--- config.mk ---
export PLATFORM = sky130hd
export DESIGN_NAME = inst_fetch_unit
export DESIGN_NICKNAME = d
export VERILOG_FILES = /design/src/rtl/inst_fetch_unit.sv
export SDC_FILE = /design/constraint.sdc
export NUM_CORES = 1
export LEC_CHECK = 0
export CAP_MARGIN = 20
export CORE_ASPECT_RATIO = 1.5
export CORE_MARGIN = 2
export CORE_UTILIZATION = 38
export CTS_CLUSTER_SIZE = 14
export DETAILED_ROUTE_END_ITERATION = 10
export GPL_ROUTABILITY_DRIVEN = 0
export GPL_TIMING_DRIVEN = 1
export HOLD_SLACK_MARGIN = 0.08
export PLACE_DENSITY = 0.57
export SLEW_MARGIN = 20
export SYNTH_ARGS = -nofsm -noshare
export SYNTH_HDL_FRONTEND = slang
export SYNTH_SLANG_ARGS = --single-unit
--- constraint.sdc ---
create_clock -name clk -period 8.4 [get_ports clk]
set_clock_uncertainty 0.2 [all_clocks]
set_input_delay 0.84 -clock clk [delete_from_list [all_inputs] [get_ports clk]]
set_output_delay 0.84 -clock clk [all_outputs]
set_load 0.005 [all_outputs]
--- src/rtl/inst_fetch_unit.sv ---
// Instruction fetch front end: issues sequential word fetches, tags returned
// words with their PCs, buffers them for decode and flushes on redirects.
module inst_fetch_unit #(
    parameter logic [31:0] RESET_PC = 32'h0000_0000,
    parameter int          DEPTH    = 2
) (
    input  logic        clk,
    input  logic        rstn,
    output logic        imem_req_valid,
    input  logic        imem_req_ready,
    output logic [31:0] imem_req_addr,
    input  logic        imem_resp_valid,
    input  logic [31:0] imem_resp_data,
    input  logic        redirect_valid,
    input  logic [31:0] redirect_pc,
    output logic        inst_valid,
    input  logic        inst_ready,
    output logic [31:0] instruction,
    output logic [31:0] inst_pc
);

    localparam int             CW       = $clog2(DEPTH + 1);
    localparam int             PW       = $clog2(DEPTH);
    localparam logic [CW:0]    DEPTH_W  = (CW + 1)'(DEPTH);
    localparam logic [PW-1:0]  LAST_PTR = PW'(DEPTH - 1);

    logic [31:0]   fetch_pc_q, fetch_pc_d;
    logic [CW-1:0] count_q, count_d;
    logic [CW-1:0] inflight_q, inflight_d;
    logic [CW-1:0] drop_q, drop_d;
    logic [PW-1:0] buf_wr_q, buf_wr_d, buf_rd_q, buf_rd_d;
    logic [PW-1:0] tag_wr_q, tag_wr_d, tag_rd_q, tag_rd_d;

    logic [31:0] tag_mem      [DEPTH];
    logic [31:0] buf_pc_mem   [DEPTH];
    logic [31:0] buf_word_mem [DEPTH];

    logic credit_ok;
    logic req_fire;
    logic resp_fire;
    logic resp_keep;
    logic buf_pop;

    function automatic logic [PW-1:0] ptr_inc(input logic [PW-1:0] p);
        return (p == LAST_PTR) ? '0 : p + PW'(1);
    endfunction

    // Credit counts only registered state, so inst_ready never reaches the request side.
    assign credit_ok      = ({1'b0, inflight_q} + {1'b0, count_q}) < DEPTH_W;
    assign imem_req_valid = rstn && credit_ok && !redirect_valid;
    assign imem_req_addr  = fetch_pc_q;
    assign req_fire       = imem_req_valid && imem_req_ready;

    // A response with nothing outstanding is a protocol error and is ignored entirely.
    assign resp_fire = imem_resp_valid && (inflight_q != '0);
    assign resp_keep = resp_fire && (drop_q == '0) && !redirect_valid;

    assign inst_valid  = (count_q != '0) && !redirect_valid;
    assign buf_pop     = inst_valid && inst_ready;
    assign instruction = (count_q != '0) ? buf_word_mem[buf_rd_q] : '0;
    assign inst_pc     = (count_q != '0) ? buf_pc_mem[buf_rd_q]   : '0;

    // Next-state for PC, occupancy counters and FIFO pointers; redirect overrides last.
    always_comb begin
        fetch_pc_d = fetch_pc_q;
        tag_wr_d   = tag_wr_q;
        tag_rd_d   = tag_rd_q;
        buf_wr_d   = buf_wr_q;
        buf_rd_d   = buf_rd_q;
        drop_d     = drop_q;
        inflight_d = inflight_q + CW'(req_fire) - CW'(resp_fire);
        count_d    = count_q + CW'(resp_keep) - CW'(buf_pop);
        if (req_fire) begin
            fetch_pc_d = fetch_pc_q + 32'd4;
            tag_wr_d   = ptr_inc(tag_wr_q);
        end
        if (resp_fire) begin
            tag_rd_d = ptr_inc(tag_rd_q);
            if (drop_q != '0) begin
                drop_d = drop_q - CW'(1);
            end
        end
        if (resp_keep) begin
            buf_wr_d = ptr_inc(buf_wr_q);
        end
        if (buf_pop) begin
            buf_rd_d = ptr_inc(buf_rd_q);
        end
        if (redirect_valid) begin
            // Everything still outstanding belongs to the old stream and must be dropped.
            fetch_pc_d = redirect_pc & 32'hFFFF_FFFC;
            count_d    = '0;
            buf_wr_d   = '0;
            buf_rd_d   = '0;
            drop_d     = inflight_d;
        end
    end

    // Control state registers with asynchronous reset.
    always_ff @(posedge clk or negedge rstn) begin
        if (!rstn) begin
            fetch_pc_q <= RESET_PC;
            count_q    <= '0;
            inflight_q <= '0;
            drop_q     <= '0;
            buf_wr_q   <= '0;
            buf_rd_q   <= '0;
            tag_wr_q   <= '0;
            tag_rd_q   <= '0;
        end else begin
            fetch_pc_q <= fetch_pc_d;
            count_q    <= count_d;
            inflight_q <= inflight_d;
            drop_q     <= drop_d;
            buf_wr_q   <= buf_wr_d;
            buf_rd_q   <= buf_rd_d;
            tag_wr_q   <= tag_wr_d;
            tag_rd_q   <= tag_rd_d;
        end
    end

    // Tag and instruction storage; contents are only visible through valid occupancy.
    always_ff @(posedge clk) begin
        if (req_fire) begin
            tag_mem[tag_wr_q] <= fetch_pc_q;
        end
        if (resp_keep) begin
            buf_pc_mem[buf_wr_q]   <= tag_mem[tag_rd_q];
            buf_word_mem[buf_wr_q] <= imem_resp_data;
        end
    end

endmodule

# Word-level counts from Yosys, hierarchy flattened

Memories as Yosys holds them, arrays and structs flattened.
Cells that the tools add are included.

Flip-flop bits (word level): 42
Memory bits (writable): 192
Memories: 3

Add/subtract/negate cells: 11
Magnitude comparators: 1
Multiplexer cells: 20
Reductions and logical operators: 19

Memories:

| name         | depth | bits a word | rd ports | clocked after Yosys merged registers in | write ports | line | text |
|---|---|---|---|---|---|---|---|
| buf_pc_mem   | 2     | 32          | 1        | 0                                       | 1           | 35   | `logic [31:0] buf_pc_mem [DEPTH];` |
| buf_word_mem | 2     | 32          | 1        | 0                                       | 1           | 36   | `logic [31:0] buf_word_mem [DEPTH];` |
| tag_mem      | 2     | 32          | 1        | 0                                       | 1           | 34   | `logic [31:0] tag_mem [DEPTH];` |

Operators by type and width:

| cell                                                                 | count |
|---|---|
| 32-bit two-way mux                                                   | 4 |
| 32-bit by 3-bit adder with 32-bit output, second input constant      | 1 |
| 2-bit nonzero test                                                   | 8 |
| 1-bit two-way mux                                                    | 12 |
| 1-bit logical AND                                                    | 8 |
| 2-bit two-way mux                                                    | 4 |
| 1-bit adder, second input constant                                   | 4 |
| 2-bit by 1-bit adder with 2-bit output                               | 2 |
| 2-bit by 1-bit subtractor with 2-bit output                          | 2 |
| 2-bit by 2-bit adder with 3-bit output                               | 1 |
| 3-bit by 2-bit < comparator with 1-bit output, second input constant | 1 |
| 2-bit logical NOT                                                    | 1 |
| 2-bit AND reduction                                                  | 1 |
| 2-bit by 1-bit subtractor with 2-bit output, second input constant   | 1 |
| 1-bit logical NOT                                                    | 1 |

# Longest topological paths before layout

Word-level depth: 8
Depth in mapped cells: 11
Gate-level depth less buffers: 11

# Worst setup path after synthesis

OpenSTA, ideal clock, no wires.

Kind: input-to-reg
Start: input redirect_valid
End: memory buf_pc_mem[0][10], enable pin
Arrival time: 3.894 ns
Slack: 3.824 ns
Cell stages on the path: 4
Cell sequence: clkbuf_1 -> inv_1 -> nand3_1 -> nor2_1

Word-level cells in the longest chain between the ends: 4

Ends and longest elaborated chain:

| element                                 | line | text |
|---|---|---|
| start, declared                         | 14   | `input logic redirect_valid,` |
| 1-bit logical NOT                       | 56   | `assign resp_keep = resp_fire && (drop_q == '0) && !redirect_valid;` |
| 1-bit logical AND                       | 56   |  |
| 1-bit two-way mux                       | 127  | `if (resp_keep) begin` |
| 1-bit two-way mux (implied by the code) | 128  | `buf_pc_mem[buf_wr_q] <= tag_mem[tag_rd_q];` |
| end, declared                           | 35   |  |

No other way between the ends.

# Final worst setup path

Start: register count_q[0]
End: output imem_req_valid

Word-level cells in the longest chain between the ends: 4

Ends and longest elaborated chain:

| element                                       | line | text |
|---|---|---|
| start, declared                               | 28   | `logic [CW-1:0] count_q, count_d;` |
| start signal, assigned                        | 112  | `count_q <= count_d;` |
| 2-bit by 2-bit adder with 3-bit output        | 49   | `assign credit_ok = ({1'b0, inflight_q} + {1'b0, count_q}) < DEPTH_W;` |
| 3-bit by 2-bit < comparator with 1-bit output | 49   |  |
| 1-bit logical AND (2 in series)               | 50   | `assign imem_req_valid = rstn && credit_ok && !redirect_valid;` |
| end, declared                                 | 9    | `output logic imem_req_valid,` |

No other way between the ends.

==> results.md <==
- Status: finished clean
- CP max-delay cell: clkdlybuf4s50_1
- Stages on worst setup path: 4
- Min Tclk post-route: just under 4000 ps
- Pre-CTS WS: slightly below 4000 ps
- I/O Pins: around 170
- Worst hold path class: in2async
- Sink Count: around 220
- Share of cells above drive strength 1: approximately 11%
- Max Root-Sink Buffers: 3
- Synth top area cells: edfxtp_1 61%, dfrtp_1 11%, mux2i_1 6.9%
- Max-cap viol count: 0
- GRT overflow: 0
- Synth Area per Inst: between 10 and 15 µm²
- Post-CTS Resized: 0
- Nets: ~860
- Worst relative slew slack: 41.9%
- DIE HEIGHT: between 150 and 200 µm
- Largest net degree at the start of global routing: 66
- I/O Buffers: between 150 and 200
- Worst path bufs/invs: 1
- Register bit total from synthesis: 224
- Main synth FF type: edfxtp_1
- PD cells: about 260 nW/µm²
- Vias in the first global route: about 5,700
- Synth async-reset ratio: between 10% and 20%
- Post-Synth Simple-Gate Area: around 9%
- Reg2Reg Depth: 11
- # diodes: 0
- R2r setup slk: 4990 ps
- Crit end category: output pin
- RSZ-0062 raised after global routing: false
- Top-count cell post-synth: edfxtp_1
- Total Power: 3.01 mW
- Clk pin slew, worst setup/hold paths: around 60 ps
- Setup CP Type: reg2out
- Area delta synth->final: 29.5%
- TNS Setup: 0 ps
- Setup bufs post-CTS: 0
- Yosys warns: 0
- CP delay by family, top: simple AND/OR/NAND/NOR gates
- Initial Util: a little under 40%
- Final period utilization: a little under half
- Clock Latency Late Sink: ~500 ps
- Initial antenna violation count: 0
- Post-synthesis compound-gate area fraction: 2.35%
- Critical R2R Launch: count_q[0]$_DFF_PN0_
- Worst Path Required: 7360 ps
- Synthesized cell area: between 9000 and 10,000 µm²
- Synth Area in XOR/XNOR: ~3.2%
- Setup Viol. Count Final: 0
- Die Width: ~130 µm
- Overall Global Routing Usage: between 10 and 15%
- Vias/cell: between 4 and 5
- CP max FO: 4
- Post-synthesis mux area share: a little over a tenth
- TritonRoute pass-1 iters: 4
- DR iter-0 viols: roughly 220
- Residual DRC count: 0
- Gate Count Post-Synth: ~610
- Drt wl/cell: 16.7 µm
- WL final: 18,600 µm
- Post-DP HPWL: 12,200 µm
- Final Util: 49.9%
- Worst slew pin tran: 872 ps
- Cts hold-fix bufs: 0
- Yosys top cell area share: roughly three fifths
- Leakage: 3.92 nW
- Worst stage delay on the critical path: between 600 and 700 ps
- CTS tree: done
- H-tree depth: 1
- Antenna viol nets, final: 0
- Max-slew violations: 0
- Adder-cell share of the synthesized area: approximately 1.0%
- RR Endpoint: drop_q[1]$_DFFE_PN0P_
- Main combinational cell family by area after synthesis: multiplexers
- Worst setup SP type: flip-flop
- Die footprint: between 20,000 and 30,000 µm²
- Placeable Area: roughly 24,000 µm²
- Peak Freq: approximately 260 MHz
- VDD IR max: 0.000153 V
- Placement Rows: around 70
- Final Hold Vio Count: 0
- Synth top cells by count: 184 x edfxtp_1, 75 x nor2_1, 63 x mux2i_1
- Post-synth EDFFs: approximately 180
- Critical-path cell list: and2_1, fa_1, nor4b_1, clkdlybuf4s50_1
- Sequential cell area fraction in the yosys report: 71.6%
- Routed via count: 5,406
- Root Buffer Master: clkbuf_16
- Netlist cell types: 40
- Arrival time worst endpoint: 2850 ps
- Synth area leader: edfxtp_1
- Final worst slack: 4510 ps
- Num CTS Buffers: 23
- First-pass GRT wire length: just under 30,000 µm
==> worst register-to-register path, delay by kind of cell, from the launching register on <==
family                     cells  cell delay [ps]
DFF                            1              430
buffers and inverters          1               40
AOI/OAI and AO/OA              1               90
adders and majority gates      3             1050
and+or+nand+nor                4             1170
xor gates and xnor gates       2              360
==> power by group <==
part           switching [mW]  leakage [nW]  internal (mW)  total (mW)
sequential             0.0744          2.15           1.34        1.42
clock                   0.398         0.327          0.518       0.916
combinational           0.318          1.44          0.360       0.678
==> how the worst max path moves through the flow <==
stage / from / to / slack, ps
after floorplan: redirect_valid / buf_pc_mem[0][10]$_DFFE_PP_ / 3820
after global placement: rstn / imem_req_addr[28]$_DFFE_PN0P_ / 3940
after detailed placement: rstn / imem_req_addr[28]$_DFFE_PN0P_ / 3900
after CTS: rstn / imem_req_addr[28]$_DFFE_PN0P_ / 4420
after global routing: count_q[0]$_DFF_PN0_ / imem_req_valid / 4280
final: count_q[0]$_DFF_PN0_ / imem_req_valid / 4510
==> kinds of logic (layout without fill, tap and decap cells) <==
| group | count (synthesis) | in the layout |
|---|---|---|
| compound gates | 38 | 38 |
| mux | 95 | 95 |
| flops | 224 | 224 |
| other cells | 1 | 4 |
| simple gates | 175 | 175 |
| buf+inv | 41 | 223 |
| fa+ha+maj | 7 | 7 |
| xor+xnor | 33 | 33 |
==> stage by stage <==
| stage | hold WS [ps] | cells | area (µm²) |
|---|---|---|---|
| floorplan | 261 | 617 | 9120 |
| global placement | 275 | 1075 | 11100 |
| detailed placement | 281 | 1075 | 11100 |
| CTS | 289 | 1117 | 11800 |
| global route | 145 | 1118 | 11800 |
| finish | 122 | 1118 | 11800 |
==> placed cells by master (no fill, tap or decap), types with 2 or more instances in the layout <==
cell type / synthesis / final
and2_1: 3 / 3
and3_1: 5 / 5
and4_1: 3 / 3
buf_4: 4 / 8
clkbuf_1: 15 / 9
clkbuf_16: 0 / 23
clkdlybuf4s50_1: 0 / 159
clkinv_2: 0 / 5
clkinvlp_4: 0 / 2
conb_1: 1 / 4
dfrtp_1: 40 / 39
edfxtp_1: 184 / 184
ha_1: 6 / 6
inv_1: 12 / 12
mux2_2: 32 / 32
mux2i_1: 63 / 63
nand2_1: 43 / 43
nand3_1: 12 / 12
nand4_1: 7 / 7
nor2_1: 75 / 71
nor2_4: 0 / 3
nor3_1: 9 / 9
nor4_1: 6 / 6
o211ai_1: 6 / 6
o21ai_0: 28 / 28
or4_1: 2 / 2
xnor2_1: 26 / 26
xor2_1: 7 / 7
==> cell type report <==
class | count | area [µm²]
fillers | 2091 | 11900
flip-flops and latches | 224 | 6530
multi-input cells | 352 | 2460
repair buffers | 169 | 1680
clock buffers | 33 | 623
well taps | 319 | 399
clock inverters | 9 | 52.6
inverters | 12 | 45.0
==> routing by layer <==
metal  vias up  wire length (µm)  GRT usage, %  part of all wire [%]
li1       2587                 -             -                     -
met1      2643              7240          16.7                    39
met2       145             10100          27.8                    54
met3        31               920          2.51                   4.9
met4         0               381          4.53                   2.0
met5         -                 0             0                     0
==> registers in the layout (all words and copies together) (netlist names) <==
register	count
tag_mem	60
imem_req_addr	30
tag_wr_q	1
buf_pc_mem	60
buf_word_mem	64
buf_wr_q	1
count_q	2
tag_rd_q	1
drop_q	2
inflight_q	2
buf_rd_q	1
No activity file was read; power rests on OpenSTA's default activity.
